### config.mk
export PLATFORM = sky130hd
export DESIGN_NAME = mem_refill_arbiter
export DESIGN_NICKNAME = d
export VERILOG_FILES = /design/src/rtl/mem_refill_arbiter.sv
export SDC_FILE = /design/constraint.sdc
export NUM_CORES = 1
export LEC_CHECK = 0
export ABC_CLOCK_PERIOD_IN_PS = 3600
export BUFFER_PORTS_ARGS = -buffer_cell sky130_fd_sc_hd__buf_2
export CAP_MARGIN = 20
export CORE_AREA = 2 2 77 79
export CTS_CLUSTER_DIAMETER = 50
export CTS_CLUSTER_SIZE = 20
export DETAILED_ROUTE_END_ITERATION = 7
export DIE_AREA = 0 0 79 81
export PLACE_DENSITY = 0.65
export SKIP_CTS_REPAIR_TIMING = 1
export SLEW_MARGIN = 10
export SYNTH_ARGS = -nofsm -noshare
export SYNTH_HDL_FRONTEND = slang
export SYNTH_SLANG_ARGS = --single-unit
### constraint.sdc
create_clock -name clk -period 3.6 [get_ports clk]
set_input_delay 0.54 -clock clk [delete_from_list [all_inputs] [get_ports clk]]
set_output_delay 0.54 -clock clk [all_outputs]
set_load 0.01 [all_outputs]
### src/rtl/mem_refill_arbiter.sv
// Round-robin arbiter sharing one read-refill memory port between the I-cache and D-cache.
// A grant is held for a whole BURST_LEN-word burst, or until the owner drops its request.
module mem_refill_arbiter #(
    parameter int ADR_WIDTH  = 32,
    parameter int DATA_WIDTH = 32,
    parameter int BURST_LEN  = 4
) (
    input  logic                  clk,
    input  logic                  rst,
    input  logic                  req_icc2arb,
    input  logic [ADR_WIDTH-1:0]  adr_icc2arb,
    output logic                  ack_arb2icc,
    output logic [DATA_WIDTH-1:0] dat_arb2icc,
    input  logic                  req_dcc2arb,
    input  logic [ADR_WIDTH-1:0]  adr_dcc2arb,
    output logic                  ack_arb2dcc,
    output logic [DATA_WIDTH-1:0] dat_arb2dcc,
    output logic                  req_arb2mem,
    output logic [ADR_WIDTH-1:0]  adr_arb2mem,
    input  logic                  ack_mem2arb,
    input  logic [DATA_WIDTH-1:0] dat_mem2arb,
    output logic                  gnt_i,
    output logic                  gnt_d
);

    localparam int              BW        = $clog2(BURST_LEN + 1);
    localparam logic [BW-1:0]   LAST_BEAT = BW'(BURST_LEN - 1);

    typedef enum logic [1:0] {
        ST_IDLE = 2'd0,
        ST_BUSY = 2'd1,
        ST_DONE = 2'd2
    } state_t;

    state_t          state_q, state_d;
    logic            owner_q, owner_d;
    logic            last_q, last_d;
    logic [BW-1:0]   beat_q, beat_d;
    logic            owner_req_s;

    assign owner_req_s = owner_q ? req_dcc2arb : req_icc2arb;

    // Next-state logic: arbitration in IDLE, beat counting in BUSY, release wait in DONE
    always_comb begin
        state_d = state_q;
        owner_d = owner_q;
        last_d  = last_q;
        beat_d  = beat_q;
        case (state_q)
            ST_IDLE: begin
                if (req_icc2arb && req_dcc2arb) begin
                    owner_d = ~last_q;
                    state_d = ST_BUSY;
                    beat_d  = '0;
                end else if (req_icc2arb) begin
                    owner_d = 1'b0;
                    state_d = ST_BUSY;
                    beat_d  = '0;
                end else if (req_dcc2arb) begin
                    owner_d = 1'b1;
                    state_d = ST_BUSY;
                    beat_d  = '0;
                end else begin
                    state_d = ST_IDLE;
                end
            end
            ST_BUSY: begin
                // An owner dropping req wins over a coincident final ack
                if (!owner_req_s) begin
                    state_d = ST_IDLE;
                    last_d  = owner_q;
                    beat_d  = '0;
                end else if (ack_mem2arb) begin
                    beat_d = beat_q + BW'(1);
                    if (beat_q == LAST_BEAT) begin
                        state_d = ST_DONE;
                        last_d  = owner_q;
                    end else begin
                        state_d = ST_BUSY;
                    end
                end else begin
                    state_d = ST_BUSY;
                end
            end
            ST_DONE: begin
                if (!owner_req_s) begin
                    state_d = ST_IDLE;
                end else begin
                    state_d = ST_DONE;
                end
            end
            default: begin
                state_d = ST_IDLE;
                beat_d  = '0;
            end
        endcase
    end

    // State registers; I wins the first tie because last resets to D
    always_ff @(posedge clk or negedge rst) begin
        if (!rst) begin
            state_q <= ST_IDLE;
            owner_q <= 1'b0;
            last_q  <= 1'b1;
            beat_q  <= '0;
        end else begin
            state_q <= state_d;
            owner_q <= owner_d;
            last_q  <= last_d;
            beat_q  <= beat_d;
        end
    end

    // Memory-side and cache-side steering, all derived from the registered owner
    always_comb begin
        req_arb2mem = 1'b0;
        adr_arb2mem = '0;
        ack_arb2icc = 1'b0;
        ack_arb2dcc = 1'b0;
        dat_arb2icc = '0;
        dat_arb2dcc = '0;
        if (state_q == ST_BUSY) begin
            req_arb2mem = owner_req_s;
            adr_arb2mem = owner_q ? adr_dcc2arb : adr_icc2arb;
            ack_arb2icc = ack_mem2arb & ~owner_q;
            ack_arb2dcc = ack_mem2arb & owner_q;
            dat_arb2icc = dat_mem2arb;
            dat_arb2dcc = dat_mem2arb;
        end else begin
            req_arb2mem = 1'b0;
        end
    end

    assign gnt_i = (state_q != ST_IDLE) && !owner_q;
    assign gnt_d = (state_q != ST_IDLE) && owner_q;

endmodule

==> results of run 1 <==
-- worst paths after layout --
path / to / slack, ns / depth (start not counted) / from
max in group asynchronous: last_q / 3.24 / 1 / rst
worst max register to register: last_q / 1.83 / 3 / state_q[1]
min in group clk: beat_q[2] / 0.49 / 1 / beat_q[2]
worst max-delay path: dat_arb2icc[25] / 1.22 / 3 / state_q[1]
worst min register to register: beat_q[2] / 0.49 / 1 / beat_q[2]
worst min-delay path: state_q[1] / 0.13 / 1 / rst
-- cell usage in the layout (no fill, tap or decap), types with 2 or more instances in the layout --
cell	synthesis	layout
nand2b_1	2	2
buf_2	8	201
buf_4	33	2
ha_1	2	2
inv_1	2	2
and2_1	33	33
nor2_1	37	37
mux2i_1	32	32
clkbuf_8	0	3
a21oi_1	4	4
dfrtp_1	6	5
nand2_1	2	2
o21ai_0	2	2
-- through the flow --
stage	cell area, um2	utilization	hold WS (ns)
2_1_floorplan	1370	-	0.244
3_3_place_gp	2180	0.384	0.378
3_5_place_dp	2180	0.384	0.381
4_1_cts	2220	0.392	0.141
5_1_grt	2220	0.392	0.151
6_report	2230	0.392	0.135
-- Yosys cell counts --
master / count / area, um2
o21ai_0: 2 / 10.0
a21boi_0: 1 / 7.51
a21oi_1: 4 / 20.0
o21ai_1: 1 / 5.00
a22o_1: 1 / 8.76
mux2i_4: 1 / 22.5
buf_2: 8 / 40.0
nand3b_1: 1 / 7.51
nand2_1: 2 / 7.51
a31oi_1: 1 / 6.26
buf_6: 1 / 11.3
dfstp_2: 1 / 26.3
a21o_1: 1 / 7.51
and3_1: 1 / 6.26
and2b_1: 1 / 7.51
buf_4: 33 / 248
mux2_2: 1 / 11.3
mux2_1: 1 / 11.3
clkbuf_1: 2 / 7.51
inv_1: 2 / 7.51
nor2b_1: 1 / 6.26
dfrtp_1: 6 / 150
nor3_1: 1 / 5.00
nand2b_1: 2 / 12.5
o32ai_2: 1 / 16.3
and2_1: 33 / 206
ha_1: 2 / 25.0
o21ba_2: 1 / 10.0
mux2i_1: 32 / 320
nor2_1: 37 / 139
-- cell families after synthesis --
kind of cell | Yosys count | share of synthesized area
buffers and inverters | 46 | 0.229
flip-flops | 7 | 0.129
AO/OA/AOI/OAI | 13 | 0.0667
AND/OR/NAND/NOR | 79 | 0.290
adder cells (fa/ha/maj) | 2 | 0.0183
multiplexers | 35 | 0.267
-- area by class of cell --
class / instances / area, um2 / area share
multi-input combinational: 129 / 880 / 0.395
timing repair buffer: 203 / 1020 / 0.458
clock buffer: 4 / 45.0 / 0.0202
antenna: 1 / 2.50 / 0.00112
tap: 75 / 93.8 / 0.0421
inverter: 2 / 7.51 / 0.00337
sequential: 7 / 178 / 0.0798
-- worst reg2reg max path, stage by stage (launching register included) --
cell and delay (ns):
dfrtp_1 0.42, and2b_1 0.73, o21ai_1 0.20, mux2_1 0.36
-- routing by layer --
layer / routed length, um / global-route usage
met5: 0 / 0
met4: 17 / 0.0207
met3: 337 / 0.0233
met2: 2480 / 0.210
met1: 2050 / 0.173
-- state kept, by name, summed over array words and instances, names as in the netlist --
register  cells
beat_q        3
last_q        1
owner_q       1
state_q       2
-- report_power, final --
| group | internal [mW] | switching (mW) | total [mW] |
|---|---|---|---|
| clock | 0.0767 | 0.0352 | 0.112 |
| combinational | 0.465 | 0.569 | 1.03 |
| sequential | 0.105 | 0.0318 | 0.137 |
| total | 0.647 | 0.636 | 1.28 |
==> results.sh, run 1 <==
export IMPL_setup_ws_ns=1.22
export IMPL_startpoint_type="flip-flop"
export IMPL_wl_per_cell_um=11.6
export IMPL_dieArea_um2=6400
export IMPL_num_vias=1727
export IMPL_core_area_um2=5680
export IMPL_post_place_ws_ns=1.45
export IMPL_fin_nets=449
export IMPL_ios=202
export IMPL_start_util=0.241
export IMPL_grt_overflow_total=0
export IMPL_portBuffers=201
export IMPL_antenna_found_initial=1
export IMPL_synth_avg_cell_area_um2=7.53
export IMPL_clock_latency_ns=0.23
export IMPL_critPathBufInv=1
export IMPL_ys_seq_area_frac=0.129
export IMPL_grt_pass1_vias=1434
export IMPL_syn_area_um2=1370
export IMPL_dp_cells=416
export IMPL_cts_htree_levels=1
export IMPL_worst_setup_path_type="reg2out"
export IMPL_drt_pre_antenna_iters=4
export IMPL_min_path_type="in2async"
export IMPL_critPathMaxStageDelay_ns=0.73
export IMPL_fillers=625
export IMPL_status="complete, no violations"
export IMPL_clockBufferDepth=2
export IMPL_power_density_nw_per_um2=576
export IMPL_cp_end_kind="primary output"
export IMPL_critical_path_cell_chain="and2b_1 -> and2_1 -> buf_2"
export IMPL_grt_max_degree=36
export IMPL_yosysWarnings=0
export IMPL_drc=0
export IMPL_cts_tree="yes"
export IMPL_setup_tns_ns=0
export IMPL_crit_arrival_ns=1.84
export IMPL_synth_cell_types=30
export IMPL_cp_max_fo=35
export IMPL_cts_made_buffers=3
export IMPL_stdcell_count=421
export IMPL_root_buffer="clkbuf_8"
export IMPL_crit_family="simple AND/OR/NAND/NOR gates"
export IMPL_power_mw=1.28
export IMPL_cts_sinks=7
export IMPL_rows=28
export IMPL_cpMaxStageDelayCell="and2b_1"
export IMPL_clkTransAtPathRegs_ns=0.04
export IMPL_clock_skew_ns=0.00442
export IMPL_drive_above_1_share=0.614
export IMPL_synth_nets=285
export IMPL_maxCapViolations=0
export IMPL_slew_headroom=0.478
export IMPL_power_leakage_nw=1.43
export IMPL_routed_wl_mm=4.88
export IMPL_route_antenna_remaining_nets=0
export IMPL_irDropWorstVdd_v=0.000287
export IMPL_rsz0062_at_grt="no"
export IMPL_gr_usage_all_layers=0.126
export IMPL_routabilityCongestion=0.789
export IMPL_grt_pass1_wl_mm=6.75
export IMPL_fmax_ghz=0.420
export IMPL_synthToLayoutAreaGrowth_pct=62.6
export IMPL_vias_per_cell=4.10
export IMPL_hold_viol_final=0
export IMPL_ys_ff_latch=7
export IMPL_syn_inst=182
export IMPL_drt_iter0_drc=45
export IMPL_setup_violations=0
export IMPL_post_dp_hpwl_mm=4.12
export IMPL_period_share=0.661
export IMPL_maxSlewViolCount=0
export IMPL_crit_required_ns=3.06
export IMPL_die_w_um=79
export IMPL_tightest_slew_ns=0.782
export IMPL_die_h_um=81
export IMPL_fin_crit_ns=2.38
Power figures use the tool's default switching activity.
==> run 2, diff against run 1 <==
--- a/config.mk
+++ b/config.mk
@@ -5,15 +5,16 @@
 export SDC_FILE = /design/constraint.sdc
 export NUM_CORES = 1
 export LEC_CHECK = 0
-export ABC_CLOCK_PERIOD_IN_PS = 3600
+export ABC_AREA = 1
+export ABC_CLOCK_PERIOD_IN_PS = 2400
 export BUFFER_PORTS_ARGS = -buffer_cell sky130_fd_sc_hd__buf_2
 export CAP_MARGIN = 20
-export CORE_AREA = 2 2 77 79
+export CORE_AREA = 2 2 79 81
 export CTS_CLUSTER_DIAMETER = 50
 export CTS_CLUSTER_SIZE = 20
 export DETAILED_ROUTE_END_ITERATION = 7
-export DIE_AREA = 0 0 79 81
-export PLACE_DENSITY = 0.65
+export DIE_AREA = 0 0 81 83
+export PLACE_DENSITY = 0.63
 export SKIP_CTS_REPAIR_TIMING = 1
 export SLEW_MARGIN = 10
 export SYNTH_ARGS = -nofsm -noshare
==> constraint.sdc (replaced) <==
create_clock -name clk -period 2.4 [get_ports clk]
set_input_delay 0.36 -clock clk [delete_from_list [all_inputs] [get_ports clk]]
set_output_delay 0.36 -clock clk [all_outputs]
set_load 0.01 [all_outputs]
==> run 2 against run 1 <==
Effect of this change: sequential share of layout area is 0.14 points lower; flip-flop and latch count stayed put; worst setup slack worse by 0.75 ns; synthesized cell count is 48% higher; wire length is 11% higher; die area is 5.1% higher; sequential power is 39% higher; worst hold slack better by 0.29 ns; clock skew is 0.0041 ns lower; non-clock buffer count is 2 higher; clock power is 46% higher; largest power group unchanged; highest routed layer is now met5.
==> results.sh, run 2 <==
export IMPL_dieArea_um2=6720
export IMPL_worst_setup_path_type="reg2out"
export IMPL_pwr_share_comb=0.843
export IMPL_post_dp_hpwl_mm=4.47
export IMPL_hold_viol_final=0
export IMPL_cts_sinks=7
export IMPL_top_usage_layer="met2"
export IMPL_largest_register_ffs=3
export IMPL_syn_inst=269
export IMPL_grt_overflow_total=0
export IMPL_synth_cell_types=19
export IMPL_status="complete, no violations"
export IMPL_wl_per_cell_um=10.8
export IMPL_synth_edff_count=0
export IMPL_final_common_cell="buf_2"
export IMPL_worstReg2RegEnd="beat_q[1]"
export IMPL_routed_wl_mm=5.44
export IMPL_fin_nets=535
export IMPL_cts_made_buffers=3
export IMPL_tightest_slew_ns=0.628
export IMPL_ys_seq_area_frac=0.124
export IMPL_largest_register="beat_q"
export IMPL_use_met1=0.162
export IMPL_cp_max_fo=38
export IMPL_synth_most_common_cell="nand2_1"
export IMPL_drc=0
export IMPL_rows=28
export IMPL_routabilityCongestion=0.823
export IMPL_die_h_um=83
export IMPL_cts_htree_levels=1
export IMPL_rsz0062_at_grt="no"
export IMPL_root_buffer="clkbuf_8"
export IMPL_synthTopCellsByArea="nand2_1 (21%), buf_4 (18%), a21oi_1 (11%)"
export IMPL_fin_crit_ns=1.92
export IMPL_synth_avg_cell_area_um2=5.27
export IMPL_holdPathStages=3
export IMPL_synthToLayoutAreaGrowth_pct=58.7
export IMPL_grt_max_degree=39
export IMPL_synth_top_area_frac=0.214
export IMPL_r2r_start="owner_q"
export IMPL_crit_required_ns=2.04
export IMPL_min_path_type="in2reg"
export IMPL_portBuffers=201
export IMPL_clock_latency_ns=0.22
export IMPL_clockBufferDepth=2
export IMPL_yosysWarnings=0
export IMPL_holdPathEnd="owner_q"
export IMPL_reg2reg_slack_ns=0.82
export IMPL_finish_utilization=0.387
export IMPL_clkTransAtPathRegs_ns=0.04
export IMPL_clock_skew_ns=0.000298
export IMPL_maxCapViolations=0
export IMPL_vias_per_cell=4.17
export IMPL_min_delay_start="req_dcc2arb"
export IMPL_crit_arrival_ns=1.56
export IMPL_startpoint_type="flip-flop"
export IMPL_drt_iter0_drc=59
export IMPL_yosysTopAreaCell="nand2_1"
export IMPL_synth_top_flop_cell="dfrtp_1"
export IMPL_period_share=0.802
export IMPL_grt_pass1_vias=1803
export IMPL_antenna_found_initial=1
export IMPL_start_util=0.244
export IMPL_synth_nets=372
export IMPL_internal_power_mw=0.974
export IMPL_drt_pre_antenna_iters=4
export IMPL_use_met2=0.279
export IMPL_maxSlewViolCount=0
export IMPL_num_vias=2110
export IMPL_die_w_um=81
export IMPL_fillers=653
export IMPL_fmax_ghz=0.520
export IMPL_syn_area_um2=1420
export IMPL_swShare=0.568
export IMPL_ios=202
export IMPL_drive_above_1_share=0.494
export IMPL_power_density_nw_per_um2=1000
export IMPL_async_reset_ff_frac=1.00
export IMPL_yosys_top_cells_count="nand2_1 (81), inv_1 (39), nor2_1 (39)"
export IMPL_cts_tree="yes"
export IMPL_cp_end_kind="primary output"
export IMPL_setup_tns_ns=0
export IMPL_reg_top3="beat_q (3), state_q (2)"
export IMPL_antenna_cells=0
export IMPL_mostFrequentLayoutCells="buf_2 (201), nand2_1 (81), inv_1 (39), nor2_1 (39), a21oi_1 (32)"
export IMPL_ys_ff_latch=7
export IMPL_power_leakage_nw=1.59
export IMPL_seq_power_share=0.085
export IMPL_core_area_um2=5820
export IMPL_setup_violations=0
export IMPL_power_mw=2.25
export IMPL_pwr_share_clk=0.073
export IMPL_route_antenna_remaining_nets=0
export IMPL_switchingPower_mw=1.28
export IMPL_grt_util_met3=0.0228
export IMPL_reg2regPathDepth=7
export IMPL_slew_headroom=0.581
export IMPL_irDropWorstVdd_v=0.000852
export IMPL_gr_usage_all_layers=0.145
export IMPL_grt_pass1_wl_mm=8.07
run 2: cell types whose count changed after synthesis, sizes merged, moves of 2 or more:
cell,change
nor2,+3
and2,-33
a21oi,+28
nand2,+80
nand3,+9
nand2b,-2
inv,+40
mux2i,-33
mux2,-2
nor3,+2
buf,+4
run 2: final cells by class:
type                    count  area, um2  area share
inverters                  42        158      0.0700
flip-flops and latches      7        176      0.0783
multi-input cells         173        741       0.329
clock buffers               4       45.0      0.0200
well taps                  75       93.8      0.0417
repair buffers            205       1040       0.461
run 2: power groups by stage:
stage | combinational, mW | sequential [mW] | clock, mW
after floorplan | 1.43 | 0.184 | 0
after global placement | 1.91 | 0.191 | 0
after detailed placement | 1.91 | 0.192 | 0
after CTS | 1.92 | 0.191 | 0.168
after global routing | 2.12 | 0.197 | 0.181
final | 1.90 | 0.191 | 0.163
run 2: metrics by stage:
step / setup WS [ns] / hold slack [ns] / cell area, um2 / cells
after detailed placement: 0.685 / 0.206 / 2200 / 501
after CTS: 0.439 / -0.0342 / 2240 / 505
final: 0.476 / 0.429 / 2250 / 506
after floorplan: 0.884 / 0.0644 / 1420 / 269
after global routing: 0.333 / 0.446 / 2250 / 506
after global placement: 0.728 / 0.206 / 2200 / 501
run 2: worst max-delay path: stages, from the launching register on:
cell     delay, ns
dfrtp_1       0.38
inv_2         0.47
nand2_1       0.13
nand2_2       0.12
nand2_1       0.07
inv_1         0.05
buf_2         0.11
run 2: worst max path at each step:
stage,from,to,depth (start not counted)
after floorplan,state_q[1],dat_arb2icc[0],5
after global placement,owner_q,req_arb2mem,6
after detailed placement,owner_q,req_arb2mem,6
after CTS,owner_q,req_arb2mem,6
after global routing,owner_q,req_arb2mem,6
final,owner_q,req_arb2mem,6
run 2: logic make-up after synthesis:
family | Yosys count | share of synthesized area
DFF | 7 | 0.124
and+or+nand+nor | 134 | 0.372
AOI/OAI and AO/OA | 37 | 0.132
buffers and inverters | 89 | 0.354
adders and majority gates | 2 | 0.0176
run 2: layer usage:
metal	share of wire	vias to the layer above
li1	-	1094
met5	0.0022	-
met1	0.39	905
met3	0.087	6
met4	0.0063	2
met2	0.51	103
